## src/rtl/spi_arb_pkg.sv

```systemverilog
`default_nettype none
// ============================================================================
//  Module   : spi_arb_pkg
//  Purpose  : Shared types, widths and the round-robin pick helper for the
//             SPI bus arbiter.
//  Contents : spi_arb_state_t  - arbiter FSM state encoding
//             SPI_ARB_GAP_W    - width of the inter-transaction gap counter
//             SPI_ARB_TO_W     - width of the completion timeout counter
//             SPI_ARB_MAX_REQ  - largest supported requester count
//             rr_pick()        - cyclic first-set search from a pointer
//  Revision : 1.0  initial release
// ============================================================================
package spi_arb_pkg;

    typedef enum logic [2:0] {
        ST_IDLE      = 3'd0,
        ST_LAUNCH    = 3'd1,
        ST_WAIT_DONE = 3'd2,
        ST_RESP      = 3'd3,
        ST_GAP       = 3'd4
    } spi_arb_state_t;

    localparam int SPI_ARB_GAP_W   = 8;
    localparam int SPI_ARB_TO_W    = 32;
    localparam int SPI_ARB_MAX_REQ = 8;

    // Returns the index of the first set bit at or after ptr, searching
    // cyclically upward over 8 positions. Callers zero-pad valid above their
    // requester count; those padding bits are never selected, so the wrap
    // behaves exactly like a modulo-NUM_REQ search. If nothing is set the
    // pointer itself is returned and the caller must qualify with |valid.
    function automatic logic [2:0] rr_pick(input logic [7:0] valid,
                                           input logic [2:0] ptr);
        logic [2:0] idx;
        logic [2:0] pick;
        pick = ptr;
        // Walk downward so the smallest offset is the last (winning) write.
        for (int k = SPI_ARB_MAX_REQ - 1; k >= 0; k--) begin
            idx = ptr + k[2:0];
            if (valid[idx]) begin
                pick = idx;
            end
        end
        return pick;
    endfunction

endpackage
`default_nettype wire

```

## src/rtl/spi_rr_arbiter.sv

```systemverilog
`default_nettype none
// ============================================================================
//  Module   : spi_rr_arbiter
//  Purpose  : Combinational round-robin pick among NUM_REQ requesters.
//  Ports    : valid_i  [NUM_REQ]  request vector
//             ptr_i    [IDX_W]    highest-priority index this cycle
//             grant_o  [NUM_REQ]  one-hot grant (zero when nothing valid)
//             idx_o    [IDX_W]    binary index of the grant
//             any_o               at least one request is valid
//  Revision : 1.0  initial release
// ============================================================================
module spi_rr_arbiter
    import spi_arb_pkg::*;
#(
    parameter int NUM_REQ = 4,
    parameter int IDX_W   = (NUM_REQ > 1) ? $clog2(NUM_REQ) : 1
) (
    input  logic [NUM_REQ-1:0] valid_i,
    input  logic [IDX_W-1:0]   ptr_i,
    output logic [NUM_REQ-1:0] grant_o,
    output logic [IDX_W-1:0]   idx_o,
    output logic               any_o
);

    logic [SPI_ARB_MAX_REQ-1:0] w_valid_pad;
    logic [2:0]                 w_ptr_pad;
    logic [2:0]                 w_pick;

    always_comb begin
        w_valid_pad              = '0;
        w_valid_pad[NUM_REQ-1:0] = valid_i;
        w_ptr_pad                = '0;
        w_ptr_pad[IDX_W-1:0]     = ptr_i;
    end

    assign w_pick  = rr_pick(w_valid_pad, w_ptr_pad);
    assign idx_o   = w_pick[IDX_W-1:0];
    assign any_o   = |valid_i;
    assign grant_o = any_o ? (NUM_REQ'(1) << idx_o) : '0;

    // Upper pick bits are always zero for small requester counts.
    generate
        if (IDX_W < 3) begin : g_pick_hi
            logic [2-IDX_W:0] w_unused_pick_hi;
            assign w_unused_pick_hi = w_pick[2:IDX_W];
        end
    endgenerate

endmodule
`default_nettype wire

```

## src/rtl/spi_bus_arbiter.sv

```systemverilog
`default_nettype none
// ============================================================================
//  Module   : spi_bus_arbiter
//  Purpose  : Shares one SPI master among NUM_REQ requesters. Each accepted
//             request becomes one SPI word transaction; the received word is
//             returned to the owner, followed by a GAP_CYCLES idle guard.
//  Ports    : clk, rst_n (async, active-low)
//             req_valid/req_ready/req_data/req_slave  requester side
//             rsp_valid (one-hot pulse), rsp_data, rsp_err  response side
//             spi_start/spi_tx_data/spi_slave_en  master control
//             spi_busy (observed only), spi_done, spi_rx_data  master status
//  Config   : SPI_ARB_TIMEOUT_EN - when defined, a WAIT_DONE phase lasting
//             TIMEOUT_CYCLES without spi_done ends with rsp_err=1.
//  Revision : 1.0  initial release
// ============================================================================
module spi_bus_arbiter
    import spi_arb_pkg::*;
#(
    parameter int NUM_REQ        = 4,
    parameter int DATA_WIDTH     = 16,
    parameter int NUM_SLAVES     = 2,
    parameter int SLV_W          = (NUM_SLAVES > 1) ? $clog2(NUM_SLAVES) : 1,
    parameter int GAP_CYCLES     = 4,
    parameter int TIMEOUT_CYCLES = 4096
) (
    input  logic                          clk,
    input  logic                          rst_n,
    input  logic [NUM_REQ-1:0]            req_valid,
    output logic [NUM_REQ-1:0]            req_ready,
    input  logic [NUM_REQ*DATA_WIDTH-1:0] req_data,
    input  logic [NUM_REQ*SLV_W-1:0]      req_slave,
    output logic [NUM_REQ-1:0]            rsp_valid,
    output logic [DATA_WIDTH-1:0]         rsp_data,
    output logic                          rsp_err,
    output logic                          spi_start,
    output logic [DATA_WIDTH-1:0]         spi_tx_data,
    output logic [NUM_SLAVES-1:0]         spi_slave_en,
    input  logic                          spi_busy,
    input  logic                          spi_done,
    input  logic [DATA_WIDTH-1:0]         spi_rx_data
);

    localparam int IDX_W = (NUM_REQ > 1) ? $clog2(NUM_REQ) : 1;

    spi_arb_state_t           state_q,  state_d;
    logic [IDX_W-1:0]         rr_ptr_q, rr_ptr_d;
    logic [IDX_W-1:0]         owner_q,  owner_d;
    logic [DATA_WIDTH-1:0]    tx_q,     tx_d;
    logic [DATA_WIDTH-1:0]    rx_q,     rx_d;
    logic [SLV_W-1:0]         slave_q,  slave_d;
    logic                     err_q,    err_d;
    logic [SPI_ARB_GAP_W-1:0] gap_q,    gap_d;

    logic [NUM_REQ-1:0]       w_grant;
    logic [IDX_W-1:0]         w_win;
    logic                     w_any;
    logic                     w_hs;
    logic [DATA_WIDTH-1:0]    w_win_data;
    logic [SLV_W-1:0]         w_win_slave;
    logic                     w_win_bad;
    logic                     w_to_hit;

    // spi_busy is informational; the FSM alone decides when to launch.
    logic w_unused_busy;
    assign w_unused_busy = spi_busy;

    spi_rr_arbiter #(
        .NUM_REQ (NUM_REQ),
        .IDX_W   (IDX_W)
    ) u_rr (
        .valid_i (req_valid),
        .ptr_i   (rr_ptr_q),
        .grant_o (w_grant),
        .idx_o   (w_win),
        .any_o   (w_any)
    );

    // The grant only ever selects a valid requester, so any valid request
    // seen in IDLE is a handshake.
    assign w_hs        = (state_q == ST_IDLE) && w_any;
    assign w_win_data  = req_data[w_win*DATA_WIDTH +: DATA_WIDTH];
    assign w_win_slave = req_slave[w_win*SLV_W +: SLV_W];
    assign w_win_bad   = 32'(w_win_slave) >= 32'(NUM_SLAVES);

`ifdef SPI_ARB_TIMEOUT_EN
    logic [SPI_ARB_TO_W-1:0] to_q, to_d;

    // Counter value N+1 is reached on the (N+1)-th WAIT_DONE cycle, so the
    // hit fires on WAIT_DONE cycle TIMEOUT_CYCLES; spi_done on that same
    // cycle still takes priority in the FSM.
    assign w_to_hit = (to_q + SPI_ARB_TO_W'(1)) == SPI_ARB_TO_W'(TIMEOUT_CYCLES);

    always_comb begin
        to_d = to_q;
        if (state_q == ST_LAUNCH) begin
            to_d = '0;
        end else if (state_q == ST_WAIT_DONE) begin
            to_d = to_q + SPI_ARB_TO_W'(1);
        end
    end

    always_ff @(posedge clk or negedge rst_n) begin
        if (!rst_n) begin
            to_q <= '0;
        end else begin
            to_q <= to_d;
        end
    end
`else
    assign w_to_hit = 1'b0;
`endif

    always_comb begin
        state_d  = state_q;
        rr_ptr_d = rr_ptr_q;
        owner_d  = owner_q;
        tx_d     = tx_q;
        rx_d     = rx_q;
        slave_d  = slave_q;
        err_d    = err_q;
        gap_d    = gap_q;
        case (state_q)
            ST_IDLE: begin
                if (w_hs) begin
                    owner_d = w_win;
                    tx_d    = w_win_data;
                    slave_d = w_win_slave;
                    if (w_win_bad) begin
                        // Unreachable slave: answer immediately, no SPI cycle.
                        rx_d    = '0;
                        err_d   = 1'b1;
                        state_d = ST_RESP;
                    end else begin
                        state_d = ST_LAUNCH;
                    end
                end
            end
            ST_LAUNCH: begin
                state_d = ST_WAIT_DONE;
            end
            ST_WAIT_DONE: begin
                if (spi_done) begin
                    rx_d    = spi_rx_data;
                    err_d   = 1'b0;
                    state_d = ST_RESP;
                end else if (w_to_hit) begin
                    rx_d    = '0;
                    err_d   = 1'b1;
                    state_d = ST_RESP;
                end
            end
            ST_RESP: begin
                rr_ptr_d = (owner_q == IDX_W'(NUM_REQ - 1)) ? '0 : owner_q + IDX_W'(1);
                gap_d    = '0;
                state_d  = (GAP_CYCLES == 0) ? ST_IDLE : ST_GAP;
            end
            ST_GAP: begin
                if (gap_q == SPI_ARB_GAP_W'(GAP_CYCLES - 1)) begin
                    state_d = ST_IDLE;
                end else begin
                    gap_d = gap_q + SPI_ARB_GAP_W'(1);
                end
            end
            default: begin
                state_d = ST_IDLE;
            end
        endcase
    end

    always_ff @(posedge clk or negedge rst_n) begin
        if (!rst_n) begin
            state_q  <= ST_IDLE;
            rr_ptr_q <= '0;
            owner_q  <= '0;
            tx_q     <= '0;
            rx_q     <= '0;
            slave_q  <= '0;
            err_q    <= 1'b0;
            gap_q    <= '0;
        end else begin
            state_q  <= state_d;
            rr_ptr_q <= rr_ptr_d;
            owner_q  <= owner_d;
            tx_q     <= tx_d;
            rx_q     <= rx_d;
            slave_q  <= slave_d;
            err_q    <= err_d;
            gap_q    <= gap_d;
        end
    end

    assign req_ready    = (state_q == ST_IDLE) ? w_grant : '0;
    assign spi_start    = (state_q == ST_LAUNCH);
    assign spi_tx_data  = tx_q;
    assign spi_slave_en = ((state_q == ST_LAUNCH) || (state_q == ST_WAIT_DONE))
                          ? (NUM_SLAVES'(1) << slave_q) : '0;
    assign rsp_valid    = (state_q == ST_RESP) ? (NUM_REQ'(1) << owner_q) : '0;
    assign rsp_data     = rx_q;
    assign rsp_err      = err_q;

endmodule
`default_nettype wire

```

## config.mk

```make
export PLATFORM = sky130hd
export DESIGN_NAME = spi_bus_arbiter
export DESIGN_NICKNAME = d
export VERILOG_FILES = /design/src/rtl/spi_arb_pkg.sv /design/src/rtl/spi_rr_arbiter.sv /design/src/rtl/spi_bus_arbiter.sv
export SDC_FILE = /design/constraint.sdc
export NUM_CORES = 1
export LEC_CHECK = 0
export BUFFER_PORTS_ARGS = -buffer_cell sky130_fd_sc_hd__buf_4
export CORE_ASPECT_RATIO = 1.4
export CORE_MARGIN = 5
export CORE_UTILIZATION = 51
export CTS_CLUSTER_DIAMETER = 60
export DETAILED_ROUTE_END_ITERATION = 10
export PLACE_DENSITY = 0.83
export SLEW_MARGIN = 20
export SYNTH_ARGS = -nofsm -noshare
export SYNTH_HDL_FRONTEND = slang
export SYNTH_SLANG_ARGS = --single-unit
```

## constraint.sdc

```tcl
create_clock -name clk -period 7.5 [get_ports clk]
set_input_delay 1.5 -clock clk [delete_from_list [all_inputs] [get_ports clk]]
set_output_delay 1.5 -clock clk [all_outputs]
set_load 0.1 [all_outputs]
```

==> run_results.csv, run 1 <==
group,metric,value,unit
cts,cts-buffers-inserted,5,
place,place.detailed.hpwl,6.16,mm
routing,drt_iter0_markers,144,
cts,cts-htree-levels,2,
grt,grt_pass1_wl,13.1,mm
setup_path,critPathCapture,"req_ready[3]",
sta,rsz0062_at_grt,"no",
place,post-place-cells,454,
cts,cts.sinks,48,
sta,min_period,5170,ps
finish,fin_nets,492,
routing,drt-total-wl,7.99,mm
cts,clkTransAtPathRegs,90,ps
yosys,synth_top_area_share,40.6,%
setup_path,crit_cells,9,
setup_path,r2r_start,"rr_ptr_q[0]$_DFFE_PN0P_",
die,die_w,74.4,µm
setup_path,reg2reg_to,"slave_q$_DFFE_PN0P_",
setup_path,r2r_setup_slack,3920,ps
min_path,hold_path.class,"register to register",
setup_path,worstSetupStartpoint,"rr_ptr_q[0]$_DFFE_PN0P_",
grt,grt_pass1_vias,2761,
yosys,synth-async-reset-ratio,100,%
run_status,outcome,"finished, final reports clean",
finish,area_growth,37.5,%
grt,gr-total-overflow,0,
yosys,yosys-top-cells-area,"dfrtp_1, mux2i_1, mux2_2",
finish,diodes,0,
cts,root_buffer,"clkbuf_8",
setup_path,critPathMaxStageDelay,750,ps
yosys,ys_ff_latch,48,
die,coreArea,5570,µm²
yosys,ys_top_cells_by_count,"dfrtp_1, mux2i_1, nand2_1",
yosys,postSynthCellCount,270,
routing,post_drt_wl_per_cell,17.3,µm
cts,postCtsSetupBuffers,0,
place,dp_slack,2570,ps
grt,grtUsageTotal,22.4,%
cts,cts_tree,"done",
place,gp_congestion,0.795,
die,die_area,7450,µm²
setup_path,crit_top_cell,"buf_4",
sta,slew_headroom,48.6,%
cts,cts_hold_buf,0,
yosys,synth_most_common_cell,"dfrtp_1",
sta,finClkSkew,4.79,ps
yosys,yosysTopAreaCell,"dfrtp_1",
grt,grt_max_degree,49,
sta,finalSetupViolCount,0,
routing,ant_nets,0,
sta,fmax,193,MHz
setup_path,crit_fanout,36,
die,ioPinCount,136,
routing,vias,2601,
setup_path,critPathTopFamily,"buffers and inverters",
yosys,synth_fp_nets,369,
yosys,ys.flop_type,"dfrtp_1",
yosys,synth_edf_count,0,
routing,drtPass1Iterations,4,
cts,cts_resized,0,
setup_path,critical_path_class,"register to output port",
setup_path,reg2reg_depth,8,
place,numPortBuffers,133,
die,die_h,100,µm
finish,layout-drive-gt1-share,45.5,%
setup_path,crit_required,6000,ps
setup_path,cp_cell_sequence,"inv_1 > ha_1 > mux2i_1 > o31a_1 > a221oi_2 > xnor2_2 > buf_4 > nor3b_1 > buf_4",
sta,hold_violations,0,
sta,maxSlewViolCount,0,
sta,tightest_slew,768,ps
sta,fin_crit_sh,68.9,%
routing,vias_per_cell,5.64,
cts,clkLatencyLatePin,290,ps
yosys,synth-seq-area-share,40.6,%
sta,finalSetupTns,0,ps
setup_path,critPathLaunchType,"register",
grt,grt_antenna_before_repair,0,
sta,fin_ws,2330,ps
min_path,whs_path_depth,2,
setup_path,cp-end-kind,"output port",
die,initial_core_util,53.2,%
yosys,syn_avg_cell_area,11.0,µm²
yosys,ys_types,54,
cts,clockBufferDepth,2,
setup_path,slowest_stage,"dfrtp_1",
die,rows,32,
yosys,synth_area,2960,µm²
routing,drc_errors,0,
run,drv_cap,0,
setup_path,worst-path-buf-inv,3,
yosys,yosys_warnings,0,
finish,fin_cells,461,
setup_path,crit_arrival,3670,ps
-- how the worst min path moves through the flow --
stage	startpoint	endpoint	slack (ps)
2_1_floorplan	slave_q$_DFFE_PN0P_	slave_q$_DFFE_PN0P_	470
6_report	spi_tx_data[15]$_DFFE_PN0P_	spi_tx_data[15]$_DFFE_PN0P_	500
5_1_grt	spi_tx_data[0]$_DFFE_PN0P_	spi_tx_data[0]$_DFFE_PN0P_	550
4_1_cts	spi_tx_data[6]$_DFFE_PN0P_	spi_tx_data[6]$_DFFE_PN0P_	500
3_3_place_gp	spi_tx_data[15]$_DFFE_PN0P_	spi_tx_data[15]$_DFFE_PN0P_	470
3_5_place_dp	spi_tx_data[1]$_DFFE_PN0P_	spi_tx_data[1]$_DFFE_PN0P_	480
-- routing by layer --
layer  GRT usage (%)  share of wire (%)
met1            27.3                 37
met2            37.0                 52
met3            7.41                9.0
met4            6.99                2.2
met5               0                  0
-- logic make-up (layout without fill, tap and decap cells) --
kind of cell	count (synthesis)	in the layout	share of synthesized area (%)
DFF	48	48	40.6
buffers and inverters	24	147	5.24
adders and majority gates	7	7	2.96
muxes	56	56	20.2
AOI/OAI and AO/OA	46	46	14.6
and+or+nand+nor	81	81	14.3
xor gates and xnor gates	7	7	2.07
other	1	1	0.127
-- area by class of cell --
type                            instances  area (µm²)
Clock buffer                            5        68.8
Sequential cell                        48        1200
Clock inverter                          2        60.1
Inverter                                5        18.8
Multi-Input combinational cell        198        1620
Timing Repair Buffer                  135        1010
Tap cell                               68        85.1
Fill cell                             416        1490
-- flip-flops by register name, summed over array words and instances, names as in the netlist --
| signal | count |
|---|---|
| gap_q | 8 |
| owner_q | 2 |
| rr_ptr_q | 2 |
| rsp_data | 16 |
| slave_q | 1 |
| spi_tx_data | 16 |
| state_q | 3 |
-- worst reg2reg max path, stage by stage, from the launching register on --
cell       delay, ps
dfrtp_1          750
inv_1            210
ha_1             560
mux2_2           410
a2111oi_1        400
nor4b_1          110
a221o_2          380
nand2_2          420
o221ai_1         210
-- per-stage QoR --
step / cell area [µm²] / utilization [%] / hold slack (ps)
finish: 4070 / 73.2 / 502
global route: 4070 / 73.2 / 546
CTS: 4070 / 73.0 / 502
detailed placement: 3940 / 70.7 / 481
global placement: 3940 / 70.7 / 473
floorplan: 2960 / - / 471
-- placed cells by master (no fill, tap or decap), types with 5 or more instances in the layout --
master,instances
buf_4,135
nand2_1,30
o221ai_1,6
clkbuf_8,5
o221ai_2,11
mux2i_1,35
nor2_1,12
ha_1,7
inv_1,5
dfrtp_1,48
mux2_2,18
o21ai_0,7
and2_1,5
xor2_1,5
Power of run 1 is not shown: default switching activity piles up to over one toggle a cycle in this logic, so the estimate is an artifact.
==> inputs of run 2 (changes only) <==
Settings changed: CORE_UTILIZATION 51 to 47, PLACE_DENSITY 0.83 to 0.77.
Clock period 7.5 ns to 4.9 ns, I/O delays scaled along.
==> run 2 against run 1 <==
- register-to-register slack got worse by 2500 ps
- non-clock buffer count up 1
- setup slack worse by 1700 ps
- critical path depth down 1
- global-route usage down 3.6 points
- clock skew grew 8.1 ps
- utilization shrank 7.1 points
- worst hold slack got worse by 6.0 ps
- first-iteration DRC count down 33%
- wire length fell by 1.9%
- critical endpoint is now req_ready[1]
==> run_results.csv, run 2 (same netlist as run 1, synthesis figures left out) <==
group,metric,value,unit
run_status,outcome,"finished, final reports clean",
setup_path,critPathTopFamily,"compound AO/OA/AOI/OAI gates",
place,gp_congestion,0.833,
min_path,hold_path.class,"register to register",
finish,area_growth,37.5,%
cts,root_buffer,"clkbuf_8",
place,numPortBuffers,133,
setup_path,critPathMaxStageDelay,500,ps
sta,min_period,4230,ps
die,ioPinCount,136,
routing,drt-total-wl,7.83,mm
cts,cts-buffers-inserted,5,
grt,grt_antenna_before_repair,0,
sta,finalSetupTns,0,ps
routing,drc_errors,0,
cts,postCtsSetupBuffers,0,
cts,cts.sinks,48,
grt,grt_pass1_wl,12.5,mm
routing,post_drt_wl_per_cell,16.8,µm
setup_path,crit_required,3920,ps
sta,rsz0062_at_grt,"no",
sta,fin_crit_sh,86.3,%
finish,stdcell_area,4070,µm²
setup_path,critical_path_class,"register to output port",
finish,fin_nets,493,
sta,hold_violations,0,
setup_path,crit_fanout,11,
routing,vias_per_cell,5.43,
routing,vias,2535,
setup_path,critPathLaunchType,"register",
finish,layout_commonest_cell,"buf_4",
run,drv_cap,0,
sta,finClkSkew,12.9,ps
cts,cts_hold_buf,0,
sta,slew_headroom,46.7,%
finish,diodes,0,
routing,drt_iter0_markers,97,
finish,nFillCells,498,
sta,whs,496,ps
setup_path,cp_cell_sequence,"inv_1 > ha_1 > mux2_2 > a2111oi_1 > nor4b_1 > a221o_2 > nor3_2 > buf_4",
die,rows,34,
finish,layout-drive-gt1-share,46.3,%
setup_path,crit_arrival,3250,ps
finish,fin_cells,467,
cts,cts_resized,0,
setup_path,cp-end-kind,"output port",
place,place.detailed.hpwl,6.09,mm
die,die_w,77.1,µm
finish,layout_common_cells,"buf_4, dfrtp_1, mux2i_1, nand2_1, mux2_2",
cts,cts_tree,"done",
sta,maxSlewViolCount,0,
setup_path,worst-path-buf-inv,2,
cts,clockBufferDepth,2,
sta,fmax,237,MHz
place,dpl_cell_area,3970,µm²
die,coreArea,6170,µm²
place,post-place-cells,459,
die,die_h,104,µm
routing,drtPass1Iterations,4,
die,initial_core_util,48.0,%
setup_path,slowest_stage,"dfrtp_1",
grt,grtUsageTotal,18.8,%
sta,tightest_slew,799,ps
cts,clkLatencyLatePin,300,ps
grt,grt_pass1_vias,2645,
grt,grt_max_degree,49,
cts,cts-htree-levels,2,
die,die_area,8010,µm²
cts,clkTransAtPathRegs,90,ps
routing,ant_nets,0,
sta,finalSetupViolCount,0,
grt,gr-total-overflow,0,
run 2: changes by cell type in the layout (fill, tap and decap cells not counted), sizes merged:
cell | previous run | this run
buf | 135 | 136
inv | 5 | 6
clkbuf | 5 | 6
clkinv | 0 | 1
bufinv | 2 | 0
run 2: worst min-delay path, delay by kind of cell, from the launching register on:
family             cells  cell delay (ps)
DFF                    1              350
and+or+nand+nor        1               60
AOI/OAI and AO/OA      1               50
run 2: layout make-up:
class	instances	area, µm²	share of cell area, %
Multi-Input combinational cell	198	1650	40.4
Sequential cell	48	1200	29.5
Timing Repair Buffer	136	1020	25.1
Tap cell	72	90.1	2.21
Inverter	5	18.8	0.461
Clock buffer	6	82.6	2.03
Clock inverter	2	13.8	0.338
run 2: metal layers:
layer	up-vias	global-route usage [%]	wire length, µm
met1	1210	22.0	2860
met2	81	34.0	4350
met4	0	4.79	106
met5	-	0	0
met3	11	4.59	508
li1	1233	-	-
run 2: metrics by stage:
stage	setup slack (ps)	util [%]
final	672	66.0
after global routing	497	66.0
after CTS	381	65.8
after detailed placement	723	64.3
after global placement	735	64.2
after floorplan	301	-
run 2: path summary, 6_finish.rpt:
check | from | to | slack [ps] | depth (start not counted)
max in group asynchronous | rst_n | rr_ptr_q[1]$_DFFE_PN0P_ | 3790 | 1
hold / removal | spi_tx_data[10]$_DFFE_PN0P_ | spi_tx_data[10]$_DFFE_PN0P_ | 500 | 2
setup reg to reg | rr_ptr_q[1]$_DFFE_PN0P_ | spi_tx_data[9]$_DFFE_PN0P_ | 1460 | 9
min in group asynchronous | rst_n | rsp_data[4]$_DFFE_PN0P_ | 690 | 1
setup / recovery | rr_ptr_q[1]$_DFFE_PN0P_ | req_ready[1] | 670 | 8
hold reg to reg | spi_tx_data[10]$_DFFE_PN0P_ | spi_tx_data[10]$_DFFE_PN0P_ | 500 | 2
Power of run 2 is left out for the same reason.
